**src/rtl/alu_drv_pkg.sv**
```systemverilog
// Shared types for the ALU command driver: FSM states, idle command and request bundle.
package alu_drv_pkg;

    localparam logic [5:0] NOP_CMD   = 6'b000000;
    localparam int         CNT_W     = 6;
    localparam int         DRV_WIDTH = 8;

    typedef enum logic [2:0] {
        IDLE,
        DRIVE,
        WAIT,
        CAPTURE,
        RESP
    } DrvState;

    // Request bundle at the default datapath width; the top rebuilds it at its own WIDTH.
    typedef struct packed {
        logic [5:0]           cmd;
        logic [DRV_WIDTH-1:0] a;
        logic [DRV_WIDTH-1:0] b;
        logic [DRV_WIDTH-1:0] c;
    } drv_req_t;

endpackage

```
**src/rtl/alu_drv_req_buf.sv**
```systemverilog
// One-entry request holding register used when the driver accepts a request while busy.
module alu_drv_req_buf
    import alu_drv_pkg::*;
#(
    parameter type req_t = drv_req_t
) (
    input  logic clk,
    input  logic rst,
    input  logic i_push,
    input  req_t i_data,
    input  logic i_pop,
    output logic o_empty,
    output req_t o_data
);

    logic r_full;
    req_t r_data;

    // Push only happens while empty and pop only while full, so they never collide.
    always_ff @(posedge clk) begin
        if (rst) begin
            r_full <= 1'b0;
            r_data <= '0;
        end else if (i_push) begin
            r_full <= 1'b1;
            r_data <= i_data;
        end else if (i_pop) begin
            r_full <= 1'b0;
        end
    end

    assign o_empty = !r_full;
    assign o_data  = r_data;

endmodule

```
**src/rtl/alu_cmd_driver.sv**
```systemverilog
// Host-side initiator for the ALU datapath: drive one command, wait RESULT_LAT, return the result.
// Optional one-entry request buffer enabled by defining ALU_DRV_REQ_BUF_EN.
module alu_cmd_driver
    import alu_drv_pkg::*;
#(
    parameter int WIDTH       = 8,
    parameter int HOLD_CYCLES = 1,
    parameter int RESULT_LAT  = 4
) (
    input  logic               clk,
    input  logic               rst,
    input  logic               req_valid,
    output logic               req_ready,
    input  logic [5:0]         req_cmd,
    input  logic [WIDTH-1:0]   req_a,
    input  logic [WIDTH-1:0]   req_b,
    input  logic [WIDTH-1:0]   req_c,
    output logic               resp_valid,
    input  logic               resp_ready,
    output logic [2*WIDTH-1:0] resp_data,
    output logic               resp_zero,
    output logic               resp_error,
    output logic [5:0]         cmdin,
    output logic [WIDTH-1:0]   din_1,
    output logic [WIDTH-1:0]   din_2,
    output logic [WIDTH-1:0]   din_3,
    input  logic [WIDTH-1:0]   dout_low,
    input  logic [WIDTH-1:0]   dout_high,
    input  logic               zero,
    input  logic               error
);

    typedef struct packed {
        logic [5:0]       cmd;
        logic [WIDTH-1:0] a;
        logic [WIDTH-1:0] b;
        logic [WIDTH-1:0] c;
    } req_t;

    // r_cnt counts cycles since the first cycle cmdin carried the command.
    localparam logic [CNT_W-1:0] HOLD_N    = CNT_W'(HOLD_CYCLES);
    localparam logic [CNT_W-1:0] HOLD_LAST = CNT_W'(HOLD_CYCLES - 1);
    localparam logic [CNT_W-1:0] LAT_LAST  = CNT_W'(RESULT_LAT - 1);
    localparam DrvState          LAUNCH_ST = (RESULT_LAT == 1) ? CAPTURE : DRIVE;

    DrvState            r_state;
    logic [CNT_W-1:0]   r_cnt;
    logic [5:0]         r_cmdin;
    logic [WIDTH-1:0]   r_din_1;
    logic [WIDTH-1:0]   r_din_2;
    logic [WIDTH-1:0]   r_din_3;
    logic               r_resp_valid;
    logic [2*WIDTH-1:0] r_resp_data;
    logic               r_resp_zero;
    logic               r_resp_error;

    logic [CNT_W-1:0]   w_cnt_nxt;
    logic               w_launch;
    req_t               w_req;
    req_t               w_src;

    assign w_req     = {req_cmd, req_a, req_b, req_c};
    assign w_cnt_nxt = r_cnt + CNT_W'(1);

`ifdef ALU_DRV_REQ_BUF_EN
    logic w_buf_empty;
    logic w_push;
    logic w_pop;
    req_t w_buf_q;

    // Requests arriving while busy park in the buffer; an idle driver takes them directly.
    assign w_push   = req_valid && w_buf_empty && (r_state != IDLE);
    assign w_pop    = !w_buf_empty &&
                      ((r_state == IDLE) || ((r_state == RESP) && resp_ready));
    assign w_launch = w_pop || ((r_state == IDLE) && req_valid && w_buf_empty);
    assign w_src    = w_pop ? w_buf_q : w_req;
    assign req_ready = w_buf_empty;

    alu_drv_req_buf #(
        .req_t (req_t)
    ) u_req_buf (
        .clk     (clk),
        .rst     (rst),
        .i_push  (w_push),
        .i_data  (w_req),
        .i_pop   (w_pop),
        .o_empty (w_buf_empty),
        .o_data  (w_buf_q)
    );
`else
    assign w_launch  = (r_state == IDLE) && req_valid;
    assign w_src     = w_req;
    assign req_ready = (r_state == IDLE);
`endif

    always_ff @(posedge clk) begin
        if (rst) begin
            r_state      <= IDLE;
            r_cnt        <= '0;
            r_cmdin      <= NOP_CMD;
            r_din_1      <= '0;
            r_din_2      <= '0;
            r_din_3      <= '0;
            r_resp_valid <= 1'b0;
            r_resp_data  <= '0;
            r_resp_zero  <= 1'b0;
            r_resp_error <= 1'b0;
        end else begin
            case (r_state)
                IDLE: ;
                DRIVE, WAIT: begin
                    r_cnt <= w_cnt_nxt;
                    if (r_cnt == HOLD_LAST)
                        r_cmdin <= NOP_CMD;
                    if (w_cnt_nxt == LAT_LAST)
                        r_state <= CAPTURE;
                    else if (w_cnt_nxt < HOLD_N)
                        r_state <= DRIVE;
                    else
                        r_state <= WAIT;
                end
                CAPTURE: begin
                    // Also covers the HOLD_CYCLES == RESULT_LAT case, where DRIVE never clears cmdin.
                    r_cmdin      <= NOP_CMD;
                    r_cnt        <= '0;
                    r_resp_valid <= 1'b1;
                    r_resp_data  <= {dout_high, dout_low};
                    r_resp_zero  <= zero;
                    r_resp_error <= error;
                    r_state      <= RESP;
                end
                RESP: begin
                    if (resp_ready) begin
                        r_resp_valid <= 1'b0;
                        r_state      <= IDLE;
                    end
                end
                default: r_state <= IDLE;
            endcase

            if (w_launch) begin
                r_cmdin <= w_src.cmd;
                r_din_1 <= w_src.a;
                r_din_2 <= w_src.b;
                r_din_3 <= w_src.c;
                r_cnt   <= '0;
                r_state <= LAUNCH_ST;
            end
        end
    end

    assign cmdin      = r_cmdin;
    assign din_1      = r_din_1;
    assign din_2      = r_din_2;
    assign din_3      = r_din_3;
    assign resp_valid = r_resp_valid;
    assign resp_data  = r_resp_data;
    assign resp_zero  = r_resp_zero;
    assign resp_error = r_resp_error;

endmodule

```
**config.mk**
```make
export PLATFORM = sky130hd
export DESIGN_NAME = alu_cmd_driver
export DESIGN_NICKNAME = d
export VERILOG_FILES = /design/src/rtl/alu_drv_pkg.sv /design/src/rtl/alu_drv_req_buf.sv /design/src/rtl/alu_cmd_driver.sv
export SDC_FILE = /design/constraint.sdc
export NUM_CORES = 1
export LEC_CHECK = 0
export CAP_MARGIN = 10
export CORE_MARGIN = 3
export CORE_UTILIZATION = 45
export DETAILED_ROUTE_END_ITERATION = 8
export GPL_ROUTABILITY_DRIVEN = 0
export PLACE_DENSITY = 0.93
export SETUP_SLACK_MARGIN = 0.02
export SLEW_MARGIN = 20
export SYNTH_ARGS = -nofsm -noshare
export SYNTH_HDL_FRONTEND = slang
export SYNTH_SLANG_ARGS = --single-unit
```
**constraint.sdc**
```tcl
create_clock -name clk -period 2.6 [get_ports clk]
set_input_delay 0.39 -clock clk [delete_from_list [all_inputs] [get_ports clk]]
set_output_delay 0.39 -clock clk [all_outputs]
set_load 0.02 [all_outputs]
```
# ---- Word level (Yosys, flattened, before mapping)
# Index checks and enable logic that the tools add are counted.
dict set report word_totals {
  regBits 58
  latch_bits 0
  ram_bits 0
  romBits 0
  input_bits 52
  out_inout_bits 50
  wordCells 46
  n_memories 0
}
dict set report op_classes {
  n_addsub 1
  n_mul 0
  div 0
  order_cmp 1
  n_eq_ne 9
  shifts 0
  muxes 11
  bitwise 1
  reduce_logical 12
}
# operator count
set op_table {}
lappend op_table {{6-bit one-hot mux with 2 select lines} 2}
lappend op_table {{6-bit two-way mux} 2}
lappend op_table {{3-bit one-hot mux with 4 select lines} 1}
lappend op_table {{2-bit AND reduction} 4}
lappend op_table {{6-bit by 1-bit adder with 6-bit output (second input constant)} 1}
lappend op_table {{3-bit by 2-bit equality test with 1-bit output (second input constant)} 2}
lappend op_table {{6-bit by 2-bit equality test with 1-bit output (second input constant)} 1}
lappend op_table {{6-bit logical NOT} 1}
lappend op_table {{6-bit by 1-bit < comparator with 1-bit output (second input constant)} 1}
lappend op_table {{3-bit inequality test (second input constant)} 2}
lappend op_table {{2-bit two-way mux} 2}
lappend op_table {{2-bit nonzero test} 2}
lappend op_table {{2-bit OR reduction} 2}
lappend op_table {{3-bit by 1-bit equality test with 1-bit output (second input constant)} 1}
lappend op_table {{3-bit equality test (second input constant)} 1}
lappend op_table {{3-bit logical NOT} 1}
lappend op_table {{3-bit two-way mux} 1}
lappend op_table {{3-bit nonzero test} 1}
lappend op_table {{1-bit two-way mux} 2}
lappend op_table {{2-bit by 1-bit inequality test with 1-bit output (second input constant)} 1}
lappend op_table {{2-bit inequality test (second input constant)} 1}
lappend op_table {{1-bit one-hot mux with 2 select lines} 1}
lappend op_table {{1-bit logical AND} 1}
lappend op_table {{1-bit inverter} 1}

# ---- Logic depth before layout (Yosys ltp)
# Gate-level depths: netlist (run 1).
dict set report logic_depth {
  depth_word 6
  depth_mapped 6
  ltp_nobuf 6
}

# ---- Worst setup path before layout (run 1)
# No wires, ideal clock.
dict set report synth_path {
  path_kind {register to register}
  startpoint {register r_cnt[0]}
  endpoint {register r_cmdin[0], in the netlist cmdin[0]}
  setup_time_ns 0.059
  t_arrival_ns 1.387
  required_time_ns 2.541
  setup_slack_ns 1.154
  stages_incl_launch_ff 7
  n_path_buf 0
  synth_period_minus_slack_ns 1.446
  path_cell_list {dfxtp_1 -> inv_1 -> ha_1 -> nor3b_2 -> a311oi_1 -> o31a_1 -> a22o_1}
}
dict set report synth_via {
  elab_chain_cells 3
}
# element line
set synth_lines {}
lappend synth_lines {{start, declared} alu_cmd_driver.sv:47} ;# logic [CNT_W-1:0] r_cnt;
lappend synth_lines {{start signal, assigned} alu_cmd_driver.sv:112} ;# r_cnt <= w_cnt_nxt;
lappend synth_lines {{6-bit logical NOT} alu_cmd_driver.sv:113} ;# if (r_cnt == HOLD_LAST)
lappend synth_lines {{3-bit inequality test (no line)} n/a}
lappend synth_lines {{2-bit AND reduction (no line)} n/a}
lappend synth_lines {{end signal, assigned} alu_cmd_driver.sv:142} ;# r_cmdin <= w_src.cmd;
lappend synth_lines {{end, declared} alu_cmd_driver.sv:48} ;# logic [5:0] r_cmdin;
# No other way between the ends.
# A chain may end at the register's enable or synchronous reset.

# ---- Final worst setup path (run 1)
dict set report layout_path {
  startpoint {register r_state[2]}
  endpoint {output req_ready}
}
dict set report layout_via {
  elab_chain_cells 1
}
# element line
set layout_lines {}
lappend layout_lines {{start, declared} alu_cmd_driver.sv:46} ;# DrvState r_state;
lappend layout_lines {{start signal, assigned} alu_cmd_driver.sv:98} ;# r_state <= IDLE;
lappend layout_lines {{start signal, assigned} alu_cmd_driver.sv:116} ;# r_state <= CAPTURE;
lappend layout_lines {{start signal, assigned} alu_cmd_driver.sv:118} ;# r_state <= DRIVE;
lappend layout_lines {{3-bit logical NOT} alu_cmd_driver.sv:93} ;# assign req_ready = (r_state == IDLE);
lappend layout_lines {{end, declared} alu_cmd_driver.sv:13} ;# output logic req_ready,
# No other way between the ends.

==> impl_metrics.toml, run 1 <==
[run_status]
outcome = "completed"

[route]
postRouteAntennaNets = 0
wl_per_cell_um = 13.96
avgViaCountPerCell = 5.180
vias = 2336
drc_errors = 0
totalWireLength_um = 6298
drtIter0Drc = 191
firstDrtPassIters = 4

[layout]
final_layout_size_suffix_gt1_share_pct = 12.24
antenna_cells = 0
instances_no_fill = 451
layout.nets = 434
fin_area_um2 = 3571
syn2layout_area_growth_pct = 50.13

[synthesis]
ys_async_sr_fraction_pct = 0
synth_top_cell_by_area = "dfxtp_1"
yosys.area_share.adder_pct = 1.578
ys_seq_area_share_pct = 48.82
synth_compound_area_share_pct = 19.31
yosysMostFrequentCell = "nand2_1"
synth_simple_gate_area_share_pct = 24.78
ys_top_cells_by_count = "nand2_1, dfxtp_1, a21oi_1"
avgSynthCellArea_um2 = 8.495
synth_top_area_share_pct = 48.82
postSynthCellCount = 280
synth_top_family_by_area = "simple AND/OR/NAND/NOR gates"
syn_nets = 335
syn_area_um2 = 2379
synth_mux_area_share_pct = 0.4734
synth_seq_cells = 58
synthTopCellsByArea = "dfxtp_1, nand2_1, a21oi_1"
ys_types = 43
synth_xor_area_share_pct = 0
yosysWarnings = 0
synth_flop_cell = "dfxtp_1"
synth-edff-count = 0

[sta]
maxSlewViolCount = 0
period_needed_ps = 2118
max_freq_ghz = 0.4721
relSlewSlack_pct = 43.94
tightest_slew_ps = 840.9
finalSetupTns_ps = 0
hold_viol = 0
fin_ws_ps = 482.0
rsz0062_at_grt = "false"
setup_violations = 0
worst_clock_skew_ps = 7.463
period_share_pct = 81.46

[critical_path]
crit_type = "reg2out"
crit_path_start_kind = "flop"
endpoint_kind = "output pin"
critPathArrivalTime_ps = 1730
cp_max_fo = 14
required_ps = 2210

[clocking]
cts_tree = "done"
htree_levels = 3
ctsHoldBuffers = 0
root_buffer = "clkbuf_8"
path_clk_slew_ps = 60
clkLatencyLatePin_ps = 320
post_cts_resized = 0
cts_sinks = 58
clockBufferDepth = 2
numCtsBuffers = 9
cts_setup_buffers = 0

[pwr]
irDropWorstVdd_v = 0.0004131
leakagePower_nw = 1.260
power_density_nw_per_um2 = 564.3

[grt]
track_usage_pct = 20.96
grt_use_met3_pct = 7.143
use_met2_pct = 33.28
grt_antenna_before_repair = 0
top_usage_layer = "met2"
grt_max_degree = 28
grt_pass1_wl_um = 10290
grt_overflow = 0
grt_pass1_vias = 2216
grtUsageMet1_pct = 25.21

[placement]
placed_area_um2 = 3390
placedCellCount = 435
pre_cts_slack_ps = 658.5
dp_hpwl_um = 4432
port_buffers = 101

[floorplanning]
core_um2 = 4911
die_h_um = 78.70
start_util_pct = 48.43
die_area_um2 = 6194
die_w_um = 78.70
core.rowCount = 25
io_pins = 102

[min_path]
hold_class = "reg2reg"

[flow_run]
maxCapViolations = 0
[path summary, 6_finish.rpt]
kind | cells after the start | slack, ps | startpoint | end
worst max-delay path | 2 | 480 | r_state[2] | req_ready
worst min-delay path | 2 | 450 | resp_data[9] | resp_data[9]
worst max register to register | 4 | 770 | r_state[2] | resp_data[10]
worst min register to register | 2 | 450 | resp_data[9] | resp_data[9]
[placed cells by master (no fill, tap or decap), types with 2 or more instances in the layout]
master and n:
a21oi_1 45, a21oi_2 9, a22o_1 6, and2_1 3, and3_1 2, buf_4 4
clkbuf_8 11, clkdlybuf4s50_1 100, clkinv_2 2, dfxtp_1 58, ha_1 3, inv_1 3
nand2_1 79, nand2_2 12, nand2b_1 2, nand3b_1 2, nor2_1 7, nor2_2 2
nor3_1 4, nor3b_1 2, o21ai_0 3
[final cells by class]
class | count | area (µm²)
inverters | 3 | 11.26
well taps | 67 | 83.83
repair buffers | 105 | 1036
clock inverters | 4 | 26.28
flip-flops and latches | 58 | 1161
multi-input cells | 202 | 1097
clock buffers | 12 | 155.1
fillers | 376 | 1340
[per-stage QoR]
stage               power, mW  utilization (%)  hold WS (ps)
floorplan               1.123                -         493.0
global placement        1.283            69.02         440.5
detailed placement      1.292            69.02         446.6
CTS                     2.036            72.71         454.5
global route            2.107            72.71         473.1
finish                  2.015            72.71         452.8
[power by group]
group	total (mW)	internal [mW]	leakage [nW]	switching [mW]
Combinational	0.326	0.167	0.695	0.158
Sequential	0.948	0.926	0.472	0.0219
Clock	0.742	0.396	0.0924	0.345
[layer usage]
layer	wire [µm]	part of all wire, %
met3	566	9.0
met4	161	2.6
met5	0	0
met1	2614	42
met2	2956	47
[state kept, by name (all words and copies together), names as in the netlist]
signal / count
r_state: 3
resp_valid: 1
din_2: 8
din_3: 8
cmdin: 6
r_cnt: 6
resp_data: 16
resp_zero: 1
din_1: 8
resp_error: 1
[worst max-delay path, stage by stage (launching register included)]
cell and delay, ps:
dfxtp_1 450, nor3_2 280, clkdlybuf4s50_1 670
[cells by family (layout without fill, tap and decap cells)]
logic type,Yosys count,count (layout)
buffers and inverters,20,124
adders and majority gates,3,3
DFF,58,58
AOI/OAI and AO/OA,73,73
and+or+nand+nor,125,125
muxes,1,1
Power figures use the tool's default switching activity.
==> run 2: changes to the inputs <==
--- a/config.mk
+++ b/config.mk
@@ -7,10 +7,10 @@
 export LEC_CHECK = 0
 export CAP_MARGIN = 10
 export CORE_MARGIN = 3
-export CORE_UTILIZATION = 45
+export CORE_UTILIZATION = 42
 export DETAILED_ROUTE_END_ITERATION = 8
 export GPL_ROUTABILITY_DRIVEN = 0
-export PLACE_DENSITY = 0.93
+export PLACE_DENSITY = 0.89
 export SETUP_SLACK_MARGIN = 0.02
 export SLEW_MARGIN = 20
 export SYNTH_ARGS = -nofsm -noshare
==> constraint.sdc (replaced) <==
create_clock -name clk -period 2.1 [get_ports clk]
set_input_delay 0.315 -clock clk [delete_from_list [all_inputs] [get_ports clk]]
set_output_delay 0.315 -clock clk [all_outputs]
set_load 0.02 [all_outputs]
==> run 2 against run 1 <==
  * Setup slack worse by 34 ps
  * Clock-buffer cell count unchanged
  * Sequential share of layout area down 0.56 points
  * Critical path depth unchanged
  * Core utilization down 4.2 points
  * Highest routed layer unchanged
  * Hold slack worse by 120 ps
  * Largest cell class unchanged
  * Sequential cell count unchanged
  * Final area up 1.8%
  * Die area up 6.6%
  * Non-clock buffer count unchanged
==> impl_metrics.toml, run 2 (same netlist as run 1, synthesis figures left out) <==
[route]
firstDrtPassIters = 4
drc_errors = 0
drtIter0Drc = 133
postRouteAntennaNets = 0
vias = 2266
totalWireLength_um = 5982
highest_layer = "met4"
wl_met2_um = 2753
wl_met3_um = 625
avgViaCountPerCell = 4.991
drt-met1-wl_um = 2518
wl_per_cell_um = 13.18

[layout]
most-common-layout-cells = "clkdlybuf4s50_1, nand2_1, dfxtp_1"
final_common_cell = "clkdlybuf4s50_1"
seqCellArea_um2 = 1161
largest_reg_flops = 16
syn2layout_area_growth_pct = 52.76
fillers = 425
multi_input_area_um2 = 1097
final_util_pct = 68.52
fin_area_um2 = 3633
final_layout_size_suffix_gt1_share_pct = 12.50
antenna_cells = 0
layout.nets = 434

[floorplanning]
die_h_um = 81.26
start_util_pct = 44.86
core_um2 = 5303
core.rowCount = 26
die_w_um = 81.26
die_area_um2 = 6602
io_pins = 102

[grt]
grt_overflow = 0
grt_antenna_before_repair = 0
grt_pass1_vias = 2064
grt_max_degree = 39
track_usage_pct = 18.05
grt_pass1_wl_um = 9149

[critical_path]
ff2ff_setup_slack_ps = 490
endpoint_kind = "output pin"
crit_type = "reg2out"
r2r_start = "r_cnt[0]"
worst_r2r_path_depth = 6
required_ps = 1780
crit_path_start = "r_state[0]"
critPathArrivalTime_ps = 1340
crit_path_start_kind = "flop"
cp_max_fo = 14

[sta]
period_needed_ps = 1652
period_share_pct = 78.68
maxSlewViolCount = 0
rsz0062_at_grt = "false"
fin_ws_ps = 447.7
hold_viol = 0
tightest_slew_ps = 502.5
relSlewSlack_pct = 66.46
worst_clock_skew_ps = 7.016
setup_violations = 0
max_freq_ghz = 0.6052
finalSetupTns_ps = 0

[pwr]
power_density_nw_per_um2 = 754.7
intPower_mw = 2.116
p_seq_share_pct = 43.0
p_sw_mw = 0.6261
leakagePower_nw = 1.290
clockPowerShare_pct = 42.8
combPwrFrac_pct = 14.2
irDropWorstVdd_v = 0.0004992
power.share.switching_pct = 22.83

[clocking]
htree_levels = 3
root_buffer = "clkbuf_8"
clockBufferDepth = 2
numCtsBuffers = 9
path_clk_slew_ps = 60
clkLatencyLatePin_ps = 320
cts_sinks = 58
cts_tree = "done"

[placement]
placed_area_um2 = 3393
dp_hpwl_um = 4408
pre_cts_slack_ps = 380.9
port_buffers = 101

[min_path]
min-delay-start = "rst"
hold_depth = 2
hold_class = "in2reg"

[flow_run]
maxCapViolations = 0

[run_status]
outcome = "completed"
==> run 2: critical path: stages, from the launching register on <==
cell	delay, ps
dfxtp_1	440
nor3_2	310
dlymetal6s2s_1	270
==> run 2: area by class of cell <==
cell class                      count  share of cell area (%)
Sequential cell                    58                   31.96
Multi-Input combinational cell    202                   30.20
Timing Repair Buffer              105                   28.58
Clock buffer                       12                   4.545
Tap cell                           70                   2.410
Clock inverter                      4                   1.997
Inverter                            3                  0.3099
==> run 2: timing repair <==
item | CTS | global route
setup buffers | 0 | 0
hold buffers | 0 | 0
setup endpoints to repair | 0 | 1
resized for setup | 0 | 1
==> run 2: final timing paths <==
path | endpoint
min reg2reg | resp_data[12]
min | resp_data[10]
max reg2reg | cmdin[2]
max | req_ready
==> run 2: stage by stage <==
step                      std cells  hold slack, ps  power, mW
final                           454           331.0      2.742
after global routing            454           328.9      2.858
after CTS                       454           299.6      2.780
after detailed placement        438           447.1      1.596
after global placement          438           440.5      1.587
after floorplan                 280           441.9      1.390
==> run 2: metal layers <==
layer	vias up	track usage [%]
li1	1147	-
met3	7	7.428
met2	99	29.31
met1	1013	20.19
met4	0	9.459
met5	-	0
==> run 2: power groups by stage <==
| stage | clock [mW] | combinational [mW] | sequential [mW] |
|---|---|---|---|
| floorplan | 0 | 0.144 | 1.25 |
| global placement | 0 | 0.387 | 1.20 |
| detailed placement | 0 | 0.393 | 1.20 |
| CTS | 1.21 | 0.394 | 1.18 |
| global route | 1.25 | 0.422 | 1.18 |
| finish | 1.17 | 0.391 | 1.18 |
==> run 3: changes to the inputs <==
--- a/config.mk
+++ b/config.mk
@@ -7,10 +7,10 @@
 export LEC_CHECK = 0
 export CAP_MARGIN = 10
 export CORE_MARGIN = 3
-export CORE_UTILIZATION = 42
+export CORE_UTILIZATION = 38
 export DETAILED_ROUTE_END_ITERATION = 8
 export GPL_ROUTABILITY_DRIVEN = 0
-export PLACE_DENSITY = 0.89
+export PLACE_DENSITY = 0.85
 export SETUP_SLACK_MARGIN = 0.02
 export SLEW_MARGIN = 20
 export SYNTH_ARGS = -nofsm -noshare
==> constraint.sdc (replaced) <==
create_clock -name clk -period 1.3 [get_ports clk]
set_input_delay 0.195 -clock clk [delete_from_list [all_inputs] [get_ports clk]]
set_output_delay 0.195 -clock clk [all_outputs]
set_load 0.02 [all_outputs]
==> run 3 against run 2 <==
  * Sequential power rose by 60%
  * Non-clock buffer count rose by 24
  * Largest power group unchanged
  * Combinational power rose by 100%
  * Sequential cell count did not move
  * Register-to-register slack got worse by 690 ps
  * Clock skew fell by 0.79 ps
  * Power rose by 60%
  * The flow now finishes with violations (setup timing)
  * Final area rose by 12%
  * First-iteration DRC count fell by 57%
==> impl_metrics.toml, run 3 (same netlist as run 1, synthesis figures left out) <==
[sta]
setup_violations = 14
fin_ws_ps = -195.9
max_freq_ghz = 0.6685
finalSetupTns_ps = -1389
period_needed_ps = 1496
relSlewSlack_pct = 83.33
rsz0062_at_grt = "true"
period_share_pct = 115.1
tightest_slew_ps = 251.0
maxSlewViolCount = 0
hold_viol = 0
worst_clock_skew_ps = 6.222

[grt]
grt_antenna_before_repair = 0
grt_pass1_wl_um = 10520
grt_pass1_vias = 2336
track_usage_pct = 17.75
grt_max_degree = 38
grt_overflow = 0

[critical_path]
cp_slowest_cell = "o31a_1"
required_ps = 1520
endpoint_kind = "flop"
cp_max_fo = 6
critPathArrivalTime_ps = 1710
crit_chain = "inv_2, ha_4, nor3b_4, a21oi_1, o31a_1, a22o_1"
crit_type = "reg2reg"
cpLargestDelayFamily = "compound AO/OA/AOI/OAI gates"
worst-path-buf-inv = 1
max_stage_delay_ps = 360
crit_path_start_kind = "flop"

[pwr]
clockPowerShare_pct = 38.5
p_sw_mw = 1.147
leakagePower_nw = 1.734
irDropWorstVdd_v = 0.0005888
power.share.switching_pct = 26.21
intPower_mw = 3.229
p_seq_share_pct = 43.2
combPwrFrac_pct = 18.3
power_density_nw_per_um2 = 1075

[floorplanning]
io_pins = 102
core_um2 = 5991
core.rowCount = 28
die_area_um2 = 7245
start_util_pct = 39.70
die_w_um = 85.12
die_h_um = 85.12

[route]
totalWireLength_um = 7229
drtIter0Drc = 57
drc_errors = 0
avgViaCountPerCell = 5.039
vias = 2434
firstDrtPassIters = 4
wl_per_cell_um = 14.97
postRouteAntennaNets = 0

[clocking]
cts_tree = "done"
numCtsBuffers = 9
cts_sinks = 58
root_buffer = "clkbuf_8"
clockBufferDepth = 2
path_clk_slew_ps = 70
htree_levels = 3
clkLatencyLatePin_ps = 320
ctsHoldBuffers = 0

[flow_run]
maxCapViolations = 0

[placement]
pre_cts_slack_ps = -224.9
placed_area_um2 = 3615
placedCellCount = 462
port_buffers = 101
dp_hpwl_um = 4737

[layout]
instances_no_fill = 483
final_layout_size_suffix_gt1_share_pct = 30.64
final_common_cell = "nand2_1"
antenna_cells = 0
layout.nets = 458
syn2layout_area_growth_pct = 71.12
largest_reg_flops = 16
most-common-layout-cells = "nand2_1, dfxtp_1, clkdlybuf4s50_1"
fin_area_um2 = 4070

[min_path]
hold_class = "in2reg"

[run_status]
violations = "setup timing"
outcome = "finished with violations"
[run 3: stage by stage]
stage	hold slack, ps	power [mW]	util [%]
4_1_cts	274.6	4.244	63.47
6_report	282.5	4.376	67.94
3_5_place_dp	447.8	2.624	60.34
2_1_floorplan	321.9	2.253	-
5_1_grt	302.1	4.559	67.94
3_3_place_gp	441.3	2.609	60.34
[run 3: final timing paths]
check	start	endpoint	slack, ps	cells past startpoint
max reg2reg	r_cnt[0]	cmdin[1]	-200	6
max	r_cnt[0]	cmdin[1]	-200	6
min	rst	r_state[2]	280	3
min reg2reg	din_3[5]	din_3[5]	450	2
[run 3: timing repair]
item	in CTS	in global routing
pin swaps	10	31
buffers inserted	1	1
endpoints found under the setup margin	65	56
resized for setup	66	56
cloned	0	3
[run 3: worst reg2reg max path: stages, from the launching register on]
cell	delay, ps
dfxtp_2	340
inv_2	80
ha_4	130
nor3b_4	190
a21oi_1	90
o31a_1	360
a22o_1	210
[run 3: power by group through the flow]
stage          combinational [mW]  sequential [mW]  clock [mW]
2_1_floorplan               0.237             2.02           0
4_1_cts                     0.656             1.89        1.70
3_5_place_dp                0.690             1.93           0
6_report                    0.799             1.89        1.69
5_1_grt                     0.853             1.90        1.81
3_3_place_gp                0.678             1.93           0
[run 3: layout make-up]
type / count / area [µm²]
fillers: 472 / 1921
clock buffers: 11 / 151.4
flip-flops and latches: 58 / 1177
well taps: 75 / 93.84
multi-input cells: 202 / 1321
inverters: 3 / 13.76
clock inverters: 5 / 52.55
repair buffers: 129 / 1260
[run 3: per-layer routing]
metal  global-route usage [%]  wire length (µm)  vias to the layer above
met5                        0                 0                        -
met4                    6.906               131                        0
met3                    5.243               430                       15
met2                    30.51              3706                       80
met1                    20.71              2960                     1146
li1                         -                 -                     1193
